`src/rtl/ex_flag_if.sv`:
```
// EX->MEM boundary bus: EX-side inputs, branch query, and registered MEM/flag outputs.
interface ex_flag_if #(
  parameter int DATA_W = 16,
  parameter int REG_AW = 4
);
  logic              ex_valid;
  logic [3:0]        ex_opcode;
  logic [DATA_W-1:0] ex_result;
  logic [REG_AW-1:0] ex_dst;
  logic              ex_wr_en;
  logic              alu_z;
  logic              alu_v;
  logic              alu_n;
  logic              stall;
  logic              flush;
  logic [2:0]        br_cond;
  logic              cond_true;
  logic              mem_valid;
  logic [3:0]        mem_opcode;
  logic [DATA_W-1:0] mem_result;
  logic [REG_AW-1:0] mem_dst;
  logic              mem_wr_en;
  logic              flag_z;
  logic              flag_v;
  logic              flag_n;

  modport master (
    output ex_valid, ex_opcode, ex_result, ex_dst, ex_wr_en,
    output alu_z, alu_v, alu_n, stall, flush, br_cond,
    input  cond_true, mem_valid, mem_opcode, mem_result, mem_dst, mem_wr_en,
    input  flag_z, flag_v, flag_n
  );

  modport slave (
    input  ex_valid, ex_opcode, ex_result, ex_dst, ex_wr_en,
    input  alu_z, alu_v, alu_n, stall, flush, br_cond,
    output cond_true, mem_valid, mem_opcode, mem_result, mem_dst, mem_wr_en,
    output flag_z, flag_v, flag_n
  );
endinterface

```
`src/rtl/ex_flag_stage.sv`:
```
// EX/MEM pipeline register with the architectural Z/V/N flag register and
// branch-condition resolution (optionally bypassing the committing instruction's flags).
module ex_flag_stage #(
  parameter int DATA_W       = 16,
  parameter int REG_AW       = 4,
  parameter int FLAG_BYPASS  = 1,
  parameter int R0_HARDWIRED = 1
) (
  input logic     clk,
  input logic     rst,
  ex_flag_if.slave bus
);
  typedef struct packed {
    logic              valid;
    logic [3:0]        opcode;
    logic [DATA_W-1:0] result;
    logic [REG_AW-1:0] dst;
    logic              wr_en;
  } mem_t;

  mem_t mem_q, mem_d;
  logic flag_z_q, flag_v_q, flag_n_q;
  logic commit, ld_all, ld_z, r0_kill;
  logic z_nxt, v_nxt, n_nxt;
  logic fz, fv, fn;

  // ADD/SUB (0,1) update all flags; logic/shift ops (2..6) update Z only.
  always_comb begin
    commit  = bus.ex_valid & ~bus.stall & ~bus.flush;
    ld_all  = commit & (bus.ex_opcode <= 4'd1);
    ld_z    = commit & (bus.ex_opcode <= 4'd6);
    z_nxt   = ld_z   ? bus.alu_z : flag_z_q;
    v_nxt   = ld_all ? bus.alu_v : flag_v_q;
    n_nxt   = ld_all ? bus.alu_n : flag_n_q;
    r0_kill = (R0_HARDWIRED != 0) && (bus.ex_dst == '0);
  end

  // Next-state flags equal the registered ones when nothing commits,
  // so the bypass select needs no commit qualifier.
  always_comb begin
    fz = (FLAG_BYPASS != 0) ? z_nxt : flag_z_q;
    fv = (FLAG_BYPASS != 0) ? v_nxt : flag_v_q;
    fn = (FLAG_BYPASS != 0) ? n_nxt : flag_n_q;
    case (bus.br_cond)
      3'b000:  bus.cond_true = ~fz;
      3'b001:  bus.cond_true = fz;
      3'b010:  bus.cond_true = ~fz & ~fn;
      3'b011:  bus.cond_true = fn;
      3'b100:  bus.cond_true = fz | (~fz & ~fn);
      3'b101:  bus.cond_true = fn | fz;
      3'b110:  bus.cond_true = fv;
      default: bus.cond_true = 1'b1;
    endcase
  end

  always_comb begin
    mem_d = mem_q;
    if (bus.flush) begin
      mem_d = '0;
    end else if (!bus.stall) begin
      mem_d.valid  = bus.ex_valid;
      mem_d.opcode = bus.ex_opcode;
      mem_d.result = bus.ex_result;
      mem_d.dst    = bus.ex_dst;
      mem_d.wr_en  = bus.ex_valid & bus.ex_wr_en & ~r0_kill;
    end
  end

  always_ff @(posedge clk or posedge rst) begin
    if (rst) begin
      mem_q    <= '0;
      flag_z_q <= 1'b0;
      flag_v_q <= 1'b0;
      flag_n_q <= 1'b0;
    end else begin
      mem_q    <= mem_d;
      flag_z_q <= z_nxt;
      flag_v_q <= v_nxt;
      flag_n_q <= n_nxt;
    end
  end

  assign bus.mem_valid  = mem_q.valid;
  assign bus.mem_opcode = mem_q.opcode;
  assign bus.mem_result = mem_q.result;
  assign bus.mem_dst    = mem_q.dst;
  assign bus.mem_wr_en  = mem_q.wr_en;
  assign bus.flag_z     = flag_z_q;
  assign bus.flag_v     = flag_v_q;
  assign bus.flag_n     = flag_n_q;
endmodule

```
`src/flat_wrapper.sv`:
```
// flat-port wrapper written by rule: the top's interface ports become plain ports
module ex_flag_stage_flat 
#(
  parameter int DATA_W       = 16,
  parameter int REG_AW       = 4,
  parameter int FLAG_BYPASS  = 1,
  parameter int R0_HARDWIRED = 1
)
  (clk, rst, bus_ex_valid, bus_ex_opcode, bus_ex_result, bus_ex_dst, bus_ex_wr_en, bus_alu_z, bus_alu_v, bus_alu_n, bus_stall, bus_flush, bus_br_cond, bus_cond_true, bus_mem_valid, bus_mem_opcode, bus_mem_result, bus_mem_dst, bus_mem_wr_en, bus_flag_z, bus_flag_v, bus_flag_n);
  ex_flag_if #(.DATA_W(DATA_W), .REG_AW(REG_AW)) bus_i ();
  input logic clk;
  input logic rst;
  input wire logic [$bits(bus_i.ex_valid)-1:0] bus_ex_valid;
  input wire logic [$bits(bus_i.ex_opcode)-1:0] bus_ex_opcode;
  input wire logic [$bits(bus_i.ex_result)-1:0] bus_ex_result;
  input wire logic [$bits(bus_i.ex_dst)-1:0] bus_ex_dst;
  input wire logic [$bits(bus_i.ex_wr_en)-1:0] bus_ex_wr_en;
  input wire logic [$bits(bus_i.alu_z)-1:0] bus_alu_z;
  input wire logic [$bits(bus_i.alu_v)-1:0] bus_alu_v;
  input wire logic [$bits(bus_i.alu_n)-1:0] bus_alu_n;
  input wire logic [$bits(bus_i.stall)-1:0] bus_stall;
  input wire logic [$bits(bus_i.flush)-1:0] bus_flush;
  input wire logic [$bits(bus_i.br_cond)-1:0] bus_br_cond;
  output wire logic [$bits(bus_i.cond_true)-1:0] bus_cond_true;
  output wire logic [$bits(bus_i.mem_valid)-1:0] bus_mem_valid;
  output wire logic [$bits(bus_i.mem_opcode)-1:0] bus_mem_opcode;
  output wire logic [$bits(bus_i.mem_result)-1:0] bus_mem_result;
  output wire logic [$bits(bus_i.mem_dst)-1:0] bus_mem_dst;
  output wire logic [$bits(bus_i.mem_wr_en)-1:0] bus_mem_wr_en;
  output wire logic [$bits(bus_i.flag_z)-1:0] bus_flag_z;
  output wire logic [$bits(bus_i.flag_v)-1:0] bus_flag_v;
  output wire logic [$bits(bus_i.flag_n)-1:0] bus_flag_n;
  assign bus_i.ex_valid = bus_ex_valid;
  assign bus_i.ex_opcode = bus_ex_opcode;
  assign bus_i.ex_result = bus_ex_result;
  assign bus_i.ex_dst = bus_ex_dst;
  assign bus_i.ex_wr_en = bus_ex_wr_en;
  assign bus_i.alu_z = bus_alu_z;
  assign bus_i.alu_v = bus_alu_v;
  assign bus_i.alu_n = bus_alu_n;
  assign bus_i.stall = bus_stall;
  assign bus_i.flush = bus_flush;
  assign bus_i.br_cond = bus_br_cond;
  assign bus_cond_true = bus_i.cond_true;
  assign bus_mem_valid = bus_i.mem_valid;
  assign bus_mem_opcode = bus_i.mem_opcode;
  assign bus_mem_result = bus_i.mem_result;
  assign bus_mem_dst = bus_i.mem_dst;
  assign bus_mem_wr_en = bus_i.mem_wr_en;
  assign bus_flag_z = bus_i.flag_z;
  assign bus_flag_v = bus_i.flag_v;
  assign bus_flag_n = bus_i.flag_n;
  ex_flag_stage #(.DATA_W(DATA_W), .REG_AW(REG_AW), .FLAG_BYPASS(FLAG_BYPASS), .R0_HARDWIRED(R0_HARDWIRED)) u_core (.clk(clk), .rst(rst), .bus(bus_i));
endmodule
```
`config.mk`:
```
export PLATFORM = sky130hd
export DESIGN_NAME = ex_flag_stage_flat
export DESIGN_NICKNAME = d
export VERILOG_FILES = /design/src/rtl/ex_flag_if.sv /design/src/rtl/ex_flag_stage.sv /design/src/flat_wrapper.sv
export SDC_FILE = /design/constraint.sdc
export NUM_CORES = 1
export LEC_CHECK = 0
export ABC_CLOCK_PERIOD_IN_PS = 2400
export CAP_MARGIN = 10
export CORE_MARGIN = 4
export CORE_UTILIZATION = 30
export CTS_BUF_LIST = sky130_fd_sc_hd__clkbuf_4
export DETAILED_ROUTE_END_ITERATION = 8
export DONT_BUFFER_PORTS = 1
export HOLD_SLACK_MARGIN = 0.06
export PLACE_DENSITY_LB_ADDON = 0.12
export REMOVE_ABC_BUFFERS = 1
export SYNTH_ARGS = -nofsm -noshare
export SYNTH_HDL_FRONTEND = slang
export SYNTH_SLANG_ARGS = --single-unit
```
`constraint.sdc`:
```
create_clock -name clk -period 2.4 [get_ports clk]
set_clock_uncertainty 0.1 [all_clocks]
set_input_delay 0.36 -clock clk [delete_from_list [all_inputs] [get_ports clk]]
set_output_delay 0.36 -clock clk [all_outputs]
set_load 0.02 [all_outputs]
```
==> results.md <==
- Unrepaired setup endpoints after global routing: yes
- Internal: 692 uW
- Worst setup SP type: primary input
- Die ar.: 5530 um^2
- Crit end category: output pin
- Drt initial violations: 33
- Worst slew pin tran: 961 ps
- Area grow syn2layout: 9.56%
- Tmin final: 2370 ps
- Clk Latency, worst-skew pair: 300 ps
- EDFF count, synth: 0
- Critical path's slowest cell: or4b_4
- Cell Count, Final, Fillers Out: 171
- HP Start: bus_ex_result[10]
- Cts bufs inserted: 5
- Final Max Slew Viols: 0
- Crit path cell chain: or4b_4, nor3_4, mux4_2, o221ai_2, o21ai_2
- R2R Path Start: u_core.bus.flag_n
- Synthesized area: 1320 um^2
- H-Tree Depth: 2
- Worst-path maximum fanout: 3
- Overall Power: 970 uW
- Outcome: finished, final reports clean
- Leakage power total: 0.717 nW
- Combinational power share: 0.112
- Synth top area share: 0.549
- Drt total wl: 3.01 mm
- CTS Sinks: 29
- Power Density: 670 nW/um^2
- Synthesis Warnings: 0
- Largest net degree at the start of global routing: 30
- Tot GR Track Use: 0.115
- NumNets Final: 157
- Cells after synthesis: 115
- Number of max-cap violations: 0
- Die width: 74.4 um
- Sw Share: 0.287
- Largest cells by area after synthesis: dfrtp_1 55%, mux2i_1 20%, nor2_1 7.4%
- Num rows: 23
- Reg clk slew, reported paths: 90 ps
- Final antenna-violating net count: 0
- Core area: 4120 um^2
- Sequential power share: 0.611
- Global-route wire length before repair: 4.69 mm
- Clock group share of total power: 0.277
- Via count: 881
- CP startpoint: bus_flush
- NetSw: 278 uW
- Average size of a mapped cell: 11.5 um^2
- Number of global-route vias before repair: 921
- WL/cell: 17.6 um
- Die Height: 74.4 um
- Area after DPL: 1370 um^2
- Area leader, netlist: dfrtp_1
- Register bit count reported by yosys: 29
- Kind of critical path: primary input to output pin
- Unique masters post-synth: 23
- Initial Utilization: 0.321
- Fin. Hold Viols: 0
- Hold Crit Class: primary input to flip-flop
- Max incr delay on CP: 550 ps
- Arr. time, crit path: 1910 ps
- Rel. slew slack: 0.357
- Fin area: 1450 um^2
- Number of port buffers: 0
- Vias/cell: 5.15
- Ant. Diodes: 0
- Sequential cell area fraction in the yosys report: 0.549
- Buffer count from post-CTS setup fixing: 0
- Asr flop ratio synth: 1.00
- Top FF cell, synth: dfrtp_1
- Detailed Routing Iterations Pass 1: 4
- Antenna violations before repair: 0
- I/O pins: 66
- DP Cell Count: 162
- CP required: 1940 ps
- DR DRC count: 0
- Final setup viols: 0
- Maximum buffer depth of the clock tree: 2
- Peak supply drop: 0.190 mV
- CTS tree: done
- Final Cycle Share: 0.987
- Max Clock Freq: 422 MHz
- Placer congestion estimate: 0.712
- Layout cell share with drive strength beyond 1: 0.140
- Total gr overflow: 0
- Root Buffer: clkbuf_4
==> layer usage <==
layer  wire (um)  vias to the layer above  GRT usage
met5           0                        -          0
met4          13                        0     0.0356
met3         414                        2     0.0757
met2        1510                       44      0.188
met1        1080                      430      0.122
li1            -                      405          -
==> through the flow <==
| stage | util | hold WS (ps) | setup TNS [ps] | setup slack, ps |
|---|---|---|---|---|
| 2_1_floorplan | - | 326 | -83.1 | -83.1 |
| 3_3_place_gp | 0.333 | 250 | -48.2 | -48.2 |
| 3_5_place_dp | 0.333 | 257 | -95.4 | -95.4 |
| 4_1_cts | 0.352 | 77.0 | 0 | 13.9 |
| 5_1_grt | 0.352 | 70.6 | -37.3 | -37.3 |
| 6_report | 0.352 | 100 | 0 | 32.0 |
==> synth_stat cells (2+ instances only) <==
| cell type | count |
|---|---|
| mux2_2 | 2 |
| clkbuf_1 | 2 |
| inv_1 | 6 |
| buf_6 | 2 |
| nand2_1 | 3 |
| buf_1 | 2 |
| nor2_1 | 26 |
| a21oi_1 | 2 |
| mux2i_1 | 26 |
| nor4_1 | 2 |
| o21ai_0 | 2 |
| dfrtp_1 | 29 |
==> critical path, delay by kind of cell <==
family,cells,cell delay (ps)
and+or+nand+nor,2,710
muxes,1,530
AOI/OAI and AO/OA,2,310
==> power groups by stage <==
stage          Clock, mW  Combinational (mW)  Sequential (mW)
2_1_floorplan          0              0.0789            0.594
3_3_place_gp           0              0.0903            0.604
3_5_place_dp           0              0.0954            0.603
4_1_cts            0.288               0.112            0.594
5_1_grt            0.313               0.124            0.599
6_report           0.269               0.108            0.592
==> path summary, 6_finish.rpt <==
path	endpoint	slack (ps)	cells past startpoint
max	bus_cond_true	30	5
min	u_core.bus.mem_result[10]	100	2
max reg2reg	u_core.bus.flag_n	1390	2
min reg2reg	u_core.bus.mem_result[10]	580	2
max in group asynchronous	u_core.bus.mem_opcode[1]	1450	3
min in group asynchronous	u_core.bus.mem_opcode[2]	460	3
==> repair_timing <==
action,CTS,global route
hold buffers,2,0
setup endpoints to repair,1,1
endpoints found under the hold margin,55,0
pin swaps,0,0
resized for setup,4,0
==> flip-flops by register name (all words and copies together) (netlist names) <==
name	cells
u_core.bus.mem_opcode	4
u_core.bus.flag_v	1
u_core.bus.mem_dst	4
u_core.bus.mem_result	16
u_core.bus.mem_valid	1
u_core.bus.mem_wr_en	1
u_core.bus.flag_n	1
u_core.bus.flag_z	1
==> kinds of logic after synthesis <==
family | after synthesis | share of synthesized area
buffers and inverters | 12 | 0.0455
DFF | 29 | 0.549
AOI/OAI and AO/OA | 9 | 0.0436
muxes | 29 | 0.234
and+or+nand+nor | 36 | 0.128
==> area by class of cell <==
type / count / area (um^2)
Timing Repair Buffer: 5 / 42.5
Inverter: 6 / 22.5
Tap cell: 50 / 62.6
Clock buffer: 6 / 45.0
Clock inverter: 1 / 3.75
Multi-Input combinational cell: 74 / 546
Fill cell: 428 / 2670
Sequential cell: 29 / 726
==> placed cells by master (no fill, tap or decap), drive strengths merged <==
| cell type | count |
|---|---|
| dlygate4sd3 | 2 |
| or2 | 1 |
| o21ai | 3 |
| dfrtp | 29 |
| o211ai | 1 |
| mux2i | 26 |
| a311oi | 1 |
| inv | 6 |
| a21oi | 2 |
| or4b | 1 |
| o31ai | 1 |
| and3 | 1 |
| clkbuf | 6 |
| nor4 | 2 |
| nand2 | 3 |
| mux2 | 2 |
| o221ai | 1 |
| nor2 | 26 |
| buf | 3 |
| clkinv | 1 |
| nor3 | 2 |
| mux4 | 1 |
Power figures use the tool's default switching activity.
